==> config.mk <==
export PLATFORM = sky130hd
export DESIGN_NAME = alu_cmp_pipe
export DESIGN_NICKNAME = d
export VERILOG_FILES = /design/src/rtl/alu_pkg.sv /design/src/rtl/alu_cmp_slice.sv /design/src/rtl/alu_cmp_pipe.sv
export SDC_FILE = /design/constraint.sdc
export NUM_CORES = 1
export LEC_CHECK = 0
export BUFFER_PORTS_ARGS = -buffer_cell sky130_fd_sc_hd__buf_2
export CORE_MARGIN = 2
export CORE_UTILIZATION = 44
export CTS_BUF_LIST = sky130_fd_sc_hd__clkbuf_16
export CTS_CLUSTER_SIZE = 16
export DETAILED_ROUTE_END_ITERATION = 8
export PLACE_DENSITY_LB_ADDON = 0.1
export RECOVER_POWER = 50
export SLEW_MARGIN = 5
export SYNTH_ARGS = -nofsm -noshare
export SYNTH_HDL_FRONTEND = slang
export SYNTH_SLANG_ARGS = --single-unit
==> constraint.sdc <==
create_clock -name clk -period 1.95 [get_ports clk]
set_input_delay 0 -clock clk [delete_from_list [all_inputs] [get_ports clk]]
set_output_delay 0 -clock clk [all_outputs]
set_load 0.005 [all_outputs]
==> src/rtl/alu_pkg.sv <==
// Shared compare opcodes and helpers for the integer compare units.
package alu_pkg;

    localparam logic [2:0] OP_EQ  = 3'b000;
    localparam logic [2:0] OP_NE  = 3'b001;
    localparam logic [2:0] OP_LT  = 3'b100;
    localparam logic [2:0] OP_GE  = 3'b101;
    localparam logic [2:0] OP_LTU = 3'b110;
    localparam logic [2:0] OP_GEU = 3'b111;

    // Codes 010 and 011 have no compare meaning.
    function automatic logic op_is_legal(input logic [2:0] op);
        return op[2:1] != 2'b01;
    endfunction

    // Pick the result bit for a compare flavour; illegal codes yield 0.
    function automatic logic cmp_select(input logic [2:0] op, input logic eq, input logic lt,
                                        input logic ltu);
        logic r;
        r = 1'b0;
        case (op)
            OP_EQ:   r = eq;
            OP_NE:   r = ~eq;
            OP_LT:   r = lt;
            OP_GE:   r = ~lt;
            OP_LTU:  r = ltu;
            OP_GEU:  r = ~ltu;
            default: r = 1'b0;
        endcase
        return r;
    endfunction

endpackage

==> src/rtl/alu_cmp_slice.sv <==
// Combinational equality / unsigned less-than over one operand slice.
module alu_cmp_slice #(
    parameter int unsigned W = 16
) (
    input  logic [W-1:0] a,
    input  logic [W-1:0] b,
    output logic         eq,
    output logic         ltu
);

    assign eq  = (a == b);
    assign ltu = (a < b);

endmodule

==> src/rtl/alu_cmp_pipe.sv <==
// Pipelined RISC-V compare unit (EQ/NE/LT/GE/LTU/GEU) with valid/ready on both sides.
module alu_cmp_pipe
    import alu_pkg::*;
#(
    parameter int unsigned WIDTH  = 32,
    parameter int unsigned STAGES = 2,
    parameter int unsigned TAG_W  = 4
) (
    input  logic             clk,
    input  logic             rst_n,
    input  logic             in_valid,
    output logic             in_ready,
    input  logic [2:0]       op,
    input  logic [WIDTH-1:0] rs1,
    input  logic [WIDTH-1:0] rs2,
    input  logic [TAG_W-1:0] in_tag,
    output logic             out_valid,
    input  logic             out_ready,
    output logic [WIDTH-1:0] rd,
    output logic [TAG_W-1:0] out_tag,
    output logic             out_err
);

    // Final (output) stage, shared by both pipeline depths.
    logic             last_valid;
    logic             last_res;
    logic             last_err;
    logic [TAG_W-1:0] last_tag;
    logic             last_adv;

    // Output stage may load when empty or when its entry leaves this cycle.
    assign last_adv = ~last_valid | out_ready;

    if (WIDTH < 4 || (WIDTH % 2) != 0) begin : g_bad_width
        $error("alu_cmp_pipe: WIDTH must be even and >= 4");
    end

    if (STAGES == 1) begin : g_one
        logic eq;
        logic ltu;
        logic lt;

        alu_cmp_slice #(.W(WIDTH)) u_slice (.a(rs1), .b(rs2), .eq(eq), .ltu(ltu));

        // Signed order differs from unsigned exactly when the sign bits differ.
        assign lt       = ltu ^ rs1[WIDTH-1] ^ rs2[WIDTH-1];
        assign in_ready = last_adv;

        // Single register stage: whole compare resolved before the flop.
        always_ff @(posedge clk) begin
            if (!rst_n) begin
                last_valid <= 1'b0;
                last_res   <= 1'b0;
                last_err   <= 1'b0;
                last_tag   <= '0;
            end else if (last_adv) begin
                last_valid <= in_valid;
                if (in_valid) begin
                    last_res <= cmp_select(op, eq, lt, ltu);
                    last_err <= ~op_is_legal(op);
                    last_tag <= in_tag;
                end
            end
        end
    end else if (STAGES == 2) begin : g_two
        localparam int unsigned H = WIDTH / 2;

        logic             eq_hi, ltu_hi, eq_lo, ltu_lo;
        logic             v1_q, eq_hi_q, ltu_hi_q, eq_lo_q, ltu_lo_q, sa_q, sb_q, err1_q;
        logic [2:0]       op1_q;
        logic [TAG_W-1:0] tag1_q;
        logic             adv1;
        logic             eq, ltu, lt;

        alu_cmp_slice #(.W(H)) u_hi (
            .a  (rs1[WIDTH-1:H]),
            .b  (rs2[WIDTH-1:H]),
            .eq (eq_hi),
            .ltu(ltu_hi)
        );
        alu_cmp_slice #(.W(H)) u_lo (
            .a  (rs1[H-1:0]),
            .b  (rs2[H-1:0]),
            .eq (eq_lo),
            .ltu(ltu_lo)
        );

        assign adv1     = ~v1_q | last_adv;
        assign in_ready = adv1;

        // Upper half decides unless equal, then the lower half decides.
        assign eq  = eq_hi_q & eq_lo_q;
        assign ltu = ltu_hi_q | (eq_hi_q & ltu_lo_q);
        assign lt  = ltu ^ sa_q ^ sb_q;

        // Stage 1: per-half slice results plus everything the combine needs.
        always_ff @(posedge clk) begin
            if (!rst_n) begin
                v1_q     <= 1'b0;
                eq_hi_q  <= 1'b0;
                ltu_hi_q <= 1'b0;
                eq_lo_q  <= 1'b0;
                ltu_lo_q <= 1'b0;
                sa_q     <= 1'b0;
                sb_q     <= 1'b0;
                err1_q   <= 1'b0;
                op1_q    <= 3'b000;
                tag1_q   <= '0;
            end else if (adv1) begin
                v1_q <= in_valid;
                if (in_valid) begin
                    eq_hi_q  <= eq_hi;
                    ltu_hi_q <= ltu_hi;
                    eq_lo_q  <= eq_lo;
                    ltu_lo_q <= ltu_lo;
                    sa_q     <= rs1[WIDTH-1];
                    sb_q     <= rs2[WIDTH-1];
                    err1_q   <= ~op_is_legal(op);
                    op1_q    <= op;
                    tag1_q   <= in_tag;
                end
            end
        end

        // Stage 2: combine halves and select the requested flavour.
        always_ff @(posedge clk) begin
            if (!rst_n) begin
                last_valid <= 1'b0;
                last_res   <= 1'b0;
                last_err   <= 1'b0;
                last_tag   <= '0;
            end else if (last_adv) begin
                last_valid <= v1_q;
                if (v1_q) begin
                    last_res <= cmp_select(op1_q, eq, lt, ltu);
                    last_err <= err1_q;
                    last_tag <= tag1_q;
                end
            end
        end
    end else begin : g_bad_stages
        $error("alu_cmp_pipe: STAGES must be 1 or 2");
    end

    assign out_valid = last_valid;
    assign rd        = {{(WIDTH - 1){1'b0}}, last_res};
    assign out_tag   = last_tag;
    assign out_err   = last_err;

endmodule

==> impl_metrics.toml, run 1 <==
[floorplan]
start_util_pct = 45.1
io_pins = 114
dieArea_um2 = 4990
die_height_um = 70.6
core_area_um2 = 4320
die_x_um = 70.6
num_rows = 24

[routing]
drt_iter0_markers = 55
drcViolationCount = 0
avgRoutedWirePerCell_um = 9.76
firstDrtPassIters = 3
vias_per_cell = 4.44
dr_total_vias = 1659
postRouteAntennaNets = 0
wl_um = 3650

[clock_network]
h-tree-depth = 1
cts_max_path_buffers = 2
cts_buffers = 3
cts_tree = "built"
cts_root_buffer = "clkbuf_16"
path_clk_slew_ns = 0.05
clock-sinks = 22
ctsHoldBuffers = 0
worstSkewPairLatency_ns = 0.25
cts_resized = 0
post_cts.repair.setup_buffers = 0

[worst_setup_path]
crit_path_start_kind = "primary input"
worstPathArrival_ns = 1.58
cp-end-kind = "flip-flop"
critical_path_class = "in -> reg"
critPathRequiredTime_ns = 2.13
cp_max_fo = 3

[logic_synthesis]
netlist_instances = 243
yosys_warnings = 0
yosysTopAreaCellShare_pct = 22.6
netlist_area_um2 = 1950
async_flop_share_pct = 0
postSynthAreaPerCell_um2 = 8.03
synth_cell_types = 35
synth.area.top_cells = "dfxtp_1, ha_1, buf_4, nand2_1, inv_1"
synthFlopType = "dfxtp_1"
synth_edf_count = 0
yosysTopAreaCell = "dfxtp_1"
synth-seq-cells = 22
ys_seq_area_share_pct = 22.6

[power]
power.total_uw = 1200
peakVddDrop_mv = 0.285
power.leakage_uw = 0.00127
p_per_area_nw_per_um2 = 509

[placed_design]
hpwlAfterDp_um = 3150
io_buffers = 82
post-place-ws_ns = 0.301
gp_congestion = 0.697

[timing]
worst_slack_ns = 0.547
slew_violations = 0
clock_skew_ns = 0.00291
period_needed_ns = 1.40
finalSetupTns_ns = 0
rsz0062_at_grt = "false"
timing.fmax_mhz = 713
setup_viol = 0
hold_viol = 0
finalCritPeriodShare_pct = 71.9

[global_route]
antenna_found_initial = 0
track_usage_pct = 14.5
grt_pass1_vias = 1532
grt_overflow_total = 0
grt_max_degree = 25
grt_pass1_wl_um = 6150

[layout]
synthToLayoutAreaGrowth_pct = 20.6
layout_common_cells = "buf_2, nand2_1, inv_1"
num_antenna_cells = 0
nets = 431
final_common_cell = "buf_2"
drive_above_1_share_pct = 27.6

[job]
max_cap_violations = 0

[hold_path]
hold_class = "in -> reg"

[outcome]
outcome = "finished clean"
kinds of logic after synthesis:
family                     Yosys count  share of synthesized area [%]
AOI/OAI and AO/OA                   51                           17.9
xor gates and xnor gates             3                           1.35
adders and majority gates           32                           20.5
buffers and inverters               73                           20.6
DFF                                 22                           22.6
other                                1                          0.192
and+or+nand+nor                     61                           16.9
critical path: stages:
cell	delay [ns]
buf_2	0.09
inv_1	0.04
ha_1	0.28
nand4_1	0.12
or3_4	0.41
or4_1	0.51
a21boi_1	0.14
synthesized netlist by cell type, types with 2 or more instances:
library cell  instances
a21o_1                2
o2111ai_1             2
o31ai_1               2
o22ai_1               2
a211oi_1              4
buf_4                32
a21boi_1              4
or4_1                 2
a21oi_1              11
and2_1                2
inv_1                36
o21ai_0               3
o21a_1                4
a21boi_0             15
xnor2_1               2
dfxtp_1              22
nand4b_1              2
nand3_1               2
clkbuf_1              4
nand2_1              38
or3_4                 2
ha_1                 32
nand4_1               6
cell type report:
cell class                      instances  area, um^2
Multi-Input combinational cell        178        1220
Fill cell                             439        1970
Sequential cell                        22         440
Tap cell                               52        65.1
Timing Repair Buffer                   83         415
Clock buffer                            3        75.1
Inverter                               36         135
power by group:
part           internal (uW)  switching, uW  total [uW]
logic                    150            154         304
registers                471           13.1         484
clock network            270            141         411
routing by layer:
metal  global-route usage [%]  share of wire (%)  up-vias
li1                         -                  -      915
met5                        0                  0        -
met1                     18.8                 47      679
met4                     3.14               0.49        0
met3                     2.85                7.9        2
met2                     25.3                 45       63
state kept, by name, indices dropped and copies added (netlist names):
register	cells
out_tag	4
g_two.ltu_hi_q	1
g_two.ltu_lo_q	1
g_two.sb_q	1
out_err	1
g_two.sa_q	1
g_two.eq_hi_q	1
g_two.op1_q	3
g_two.eq_lo_q	1
g_two.err1_q	1
out_valid	1
last_res	1
g_two.tag1_q	4
g_two.v1_q	1
through the flow:
stage          cells  util, %  hold WS [ns]  area (um^2)
2_1_floorplan    273        -         0.135         2060
3_3_place_gp     371     52.7         0.251         2280
3_5_place_dp     371     52.7         0.259         2280
4_1_cts          374     54.5       0.00252         2360
5_1_grt          374     54.4        0.0172         2350
6_report         374     54.4       0.00283         2350
worst paths after layout:
| check | from | slack (ns) | endpoint | cells past startpoint |
|---|---|---|---|---|
| setup / recovery | rs2[31] | 0.55 | g_two.eq_hi_q | 7 |
| hold reg to reg | out_tag[1] | 0.45 | out_tag[1] | 2 |
| setup reg to reg | g_two.eq_hi_q | 0.55 | last_res | 4 |
| hold / removal | in_tag[1] | 0.003 | g_two.tag1_q[1] | 3 |
Power figures use the tool's default switching activity.
==> run 2: changes to the inputs <==
--- a/config.mk
+++ b/config.mk
@@ -5,6 +5,7 @@
 export SDC_FILE = /design/constraint.sdc
 export NUM_CORES = 1
 export LEC_CHECK = 0
+export ABC_AREA = 1
 export BUFFER_PORTS_ARGS = -buffer_cell sky130_fd_sc_hd__buf_2
 export CORE_MARGIN = 2
 export CORE_UTILIZATION = 44
==> constraint.sdc (replaced) <==
create_clock -name clk -period 1.4 [get_ports clk]
set_input_delay 0 -clock clk [delete_from_list [all_inputs] [get_ports clk]]
set_output_delay 0 -clock clk [all_outputs]
set_load 0.005 [all_outputs]
==> run 2 against run 1 <==
Net effect: non-clock buffer count rose by 1; flip-flop and latch count did not move; synthesized cell count rose by 18%; critical path type is now reg -> reg.
==> impl_metrics.toml, run 2 <==
[clock_network]
cts_max_path_buffers = 2
path_clk_slew_ns = 0.06
cts_tree = "built"
clock-sinks = 22
cts_root_buffer = "clkbuf_16"
cts_buffers = 3
worstSkewPairLatency_ns = 0.25
post_cts.repair.setup_buffers = 0
h-tree-depth = 1

[layout]
multi_input_area_um2 = 1180
synthToLayoutAreaGrowth_pct = 22.1
seq_area_um2 = 440
num_antenna_cells = 0
nets = 477
n_fill_cell = 442
drive_above_1_share_pct = 25.2
final_common_cell = "buf_2"
layout_common_cells = "buf_2, nand2_1, inv_1"

[timing]
period_needed_ns = 1.14
hold_viol = 0
finalSetupTns_ns = 0
timing.fmax_mhz = 880
clock_skew_ns = 0.00307
setup_viol = 0
worst_slack_ns = 0.264
slew_violations = 0
rsz0062_at_grt = "false"
finalCritPeriodShare_pct = 81.2

[worst_setup_path]
crit_path_start_kind = "flip-flop"
max_stage_delay_ns = 0.32
cp_max_fo = 12
cp_top_family = "simple AND/OR/NAND/NOR gates"
path_cells = "nand3_1, nand2_4, inv_4, nand2_2, or2_1, a21oi_2"
critPathRequiredTime_ns = 1.58
critical_path_class = "reg -> reg"
worstPathArrival_ns = 1.32
cp_slowest_cell = "dfxtp_1"
cp-end-kind = "flip-flop"
critical_path.n_buffers_inverters = 1

[logic_synthesis]
yosysTopAreaCellShare_pct = 22.3
synth-seq-cells = 22
synthFlopType = "dfxtp_1"
yosysTopAreaCell = "dfxtp_1"
postSynthAreaPerCell_um2 = 6.90
ys_seq_area_share_pct = 22.3
yosysMostFrequentCell = "nand2_1"
synth.area.top_cells = "dfxtp_1, ha_1, buf_4, nand2_1, inv_1"
synth_edf_count = 0
netlist_area_um2 = 1970
ys_top_cells_by_count = "nand2_1, inv_1, buf_4"
async_flop_share_pct = 0
synth_cell_types = 23
netlist_instances = 286
yosys_warnings = 0

[floorplan]
dieArea_um2 = 5040
num_rows = 24
die_x_um = 71.0
core_area_um2 = 4320
die_height_um = 71.0
start_util_pct = 45.6
io_pins = 114

[global_route]
grt_pass1_vias = 1617
track_usage_pct = 14.8
antenna_found_initial = 0
grt_max_degree = 18
grt_pass1_wl_um = 6330
grt_overflow_total = 0

[routing]
vias_per_cell = 4.40
firstDrtPassIters = 4
avgRoutedWirePerCell_um = 8.54
drt_iter0_markers = 46
postRouteAntennaNets = 0
drcViolationCount = 0
wl_um = 3600
dr_total_vias = 1852

[placed_design]
hpwlAfterDp_um = 3070
post-place-ws_ns = 0.288
io_buffers = 82
gp_congestion = 0.817

[outcome]
outcome = "finished clean"

[power]
peakVddDrop_mv = 0.535
p_per_area_nw_per_um2 = 801
power.leakage_uw = 0.00145

[hold_path]
hold_class = "in -> reg"

[job]
max_cap_violations = 0
[run 2: changes by cell type after synthesis, sizes merged, moves of 4 or more]
cell / change
inv: +13
nor2: +29
nand3: +6
nand2: +13
nand4: -4
a21oi: +17
a211oi: -4
a21boi: -19
o21ai: +16
[run 2: tightest hold or removal path, stage by stage]
cell     delay, ns
buf_2         0.07
o21ai_0       0.07
nor2_1        0.07
[run 2: cells by family (layout without fill, tap and decap cells)]
| family | count (synthesis) | after routing | synth area share (%) |
|---|---|---|---|
| AND/OR/NAND/NOR | 95 | 95 | 20.2 |
| buffers and inverters | 84 | 137 | 22.8 |
| flip-flops | 22 | 22 | 22.3 |
| adder cells (fa/ha/maj) | 32 | 32 | 20.3 |
| AO/OA/AOI/OAI | 52 | 52 | 14.2 |
| other | 1 | 31 | 0.190 |
[run 2: area by class of cell]
| cell class | instances | area share [%] |
|---|---|---|
| multi-input cells | 210 | 49.1 |
| flip-flops and latches | 22 | 18.3 |
| repair buffers | 84 | 17.8 |
| inverters | 49 | 7.74 |
| clock buffers | 3 | 3.12 |
| well taps | 52 | 2.70 |
| clock inverters | 1 | 1.25 |
[run 2: what timing repair did]
item | 4_1_cts | 5_1_grt
hold buffers | 1 | 0
endpoints found under the hold margin | 1 | 0
resized for setup | 0 | 0
[run 2: final timing paths]
kind	slack [ns]	start	depth (start not counted)	endpoint
min reg2reg	0.47	last_res	2	last_res
min	0.002	in_tag[2]	3	g_two.tag1_q[2]
max	0.26	out_valid	6	g_two.err1_q
max reg2reg	0.26	out_valid	6	g_two.err1_q
[run 2: per-stage QoR]
stage / power [uW] / hold WS (ns) / utilization [%] / cells / instance area (um^2)
after floorplan: 1060 / 0.123 / - / 316 / 2090
after global placement: 1170 / 0.251 / 53.3 / 416 / 2310
after detailed placement: 1170 / 0.260 / 53.3 / 416 / 2310
after CTS: 1960 / 0.00758 / 56.0 / 421 / 2420
after global routing: 2080 / 0.0242 / 55.7 / 421 / 2410
final: 1930 / 0.00247 / 55.7 / 421 / 2410
[run 2: per-layer routing]
| layer | share of wire, % | routed length, um | global-route usage (%) | vias to the layer above |
|---|---|---|---|---|
| met5 | 0 | 0 | 0 | - |
| met1 | 44 | 1590 | 18.5 | 774 |
| met4 | 0 | 0 | 1.89 | 0 |
| li1 | - | - | - | 1013 |
| met2 | 48 | 1730 | 26.8 | 65 |
| met3 | 7.5 | 269 | 3.13 | 0 |
[run 2: where the power goes]
group / internal, uW / total (uW) / switching [uW]
Sequential: 669 / 693 / 24.5
Combinational: 217 / 460 / 242
Clock: 567 / 775 / 209
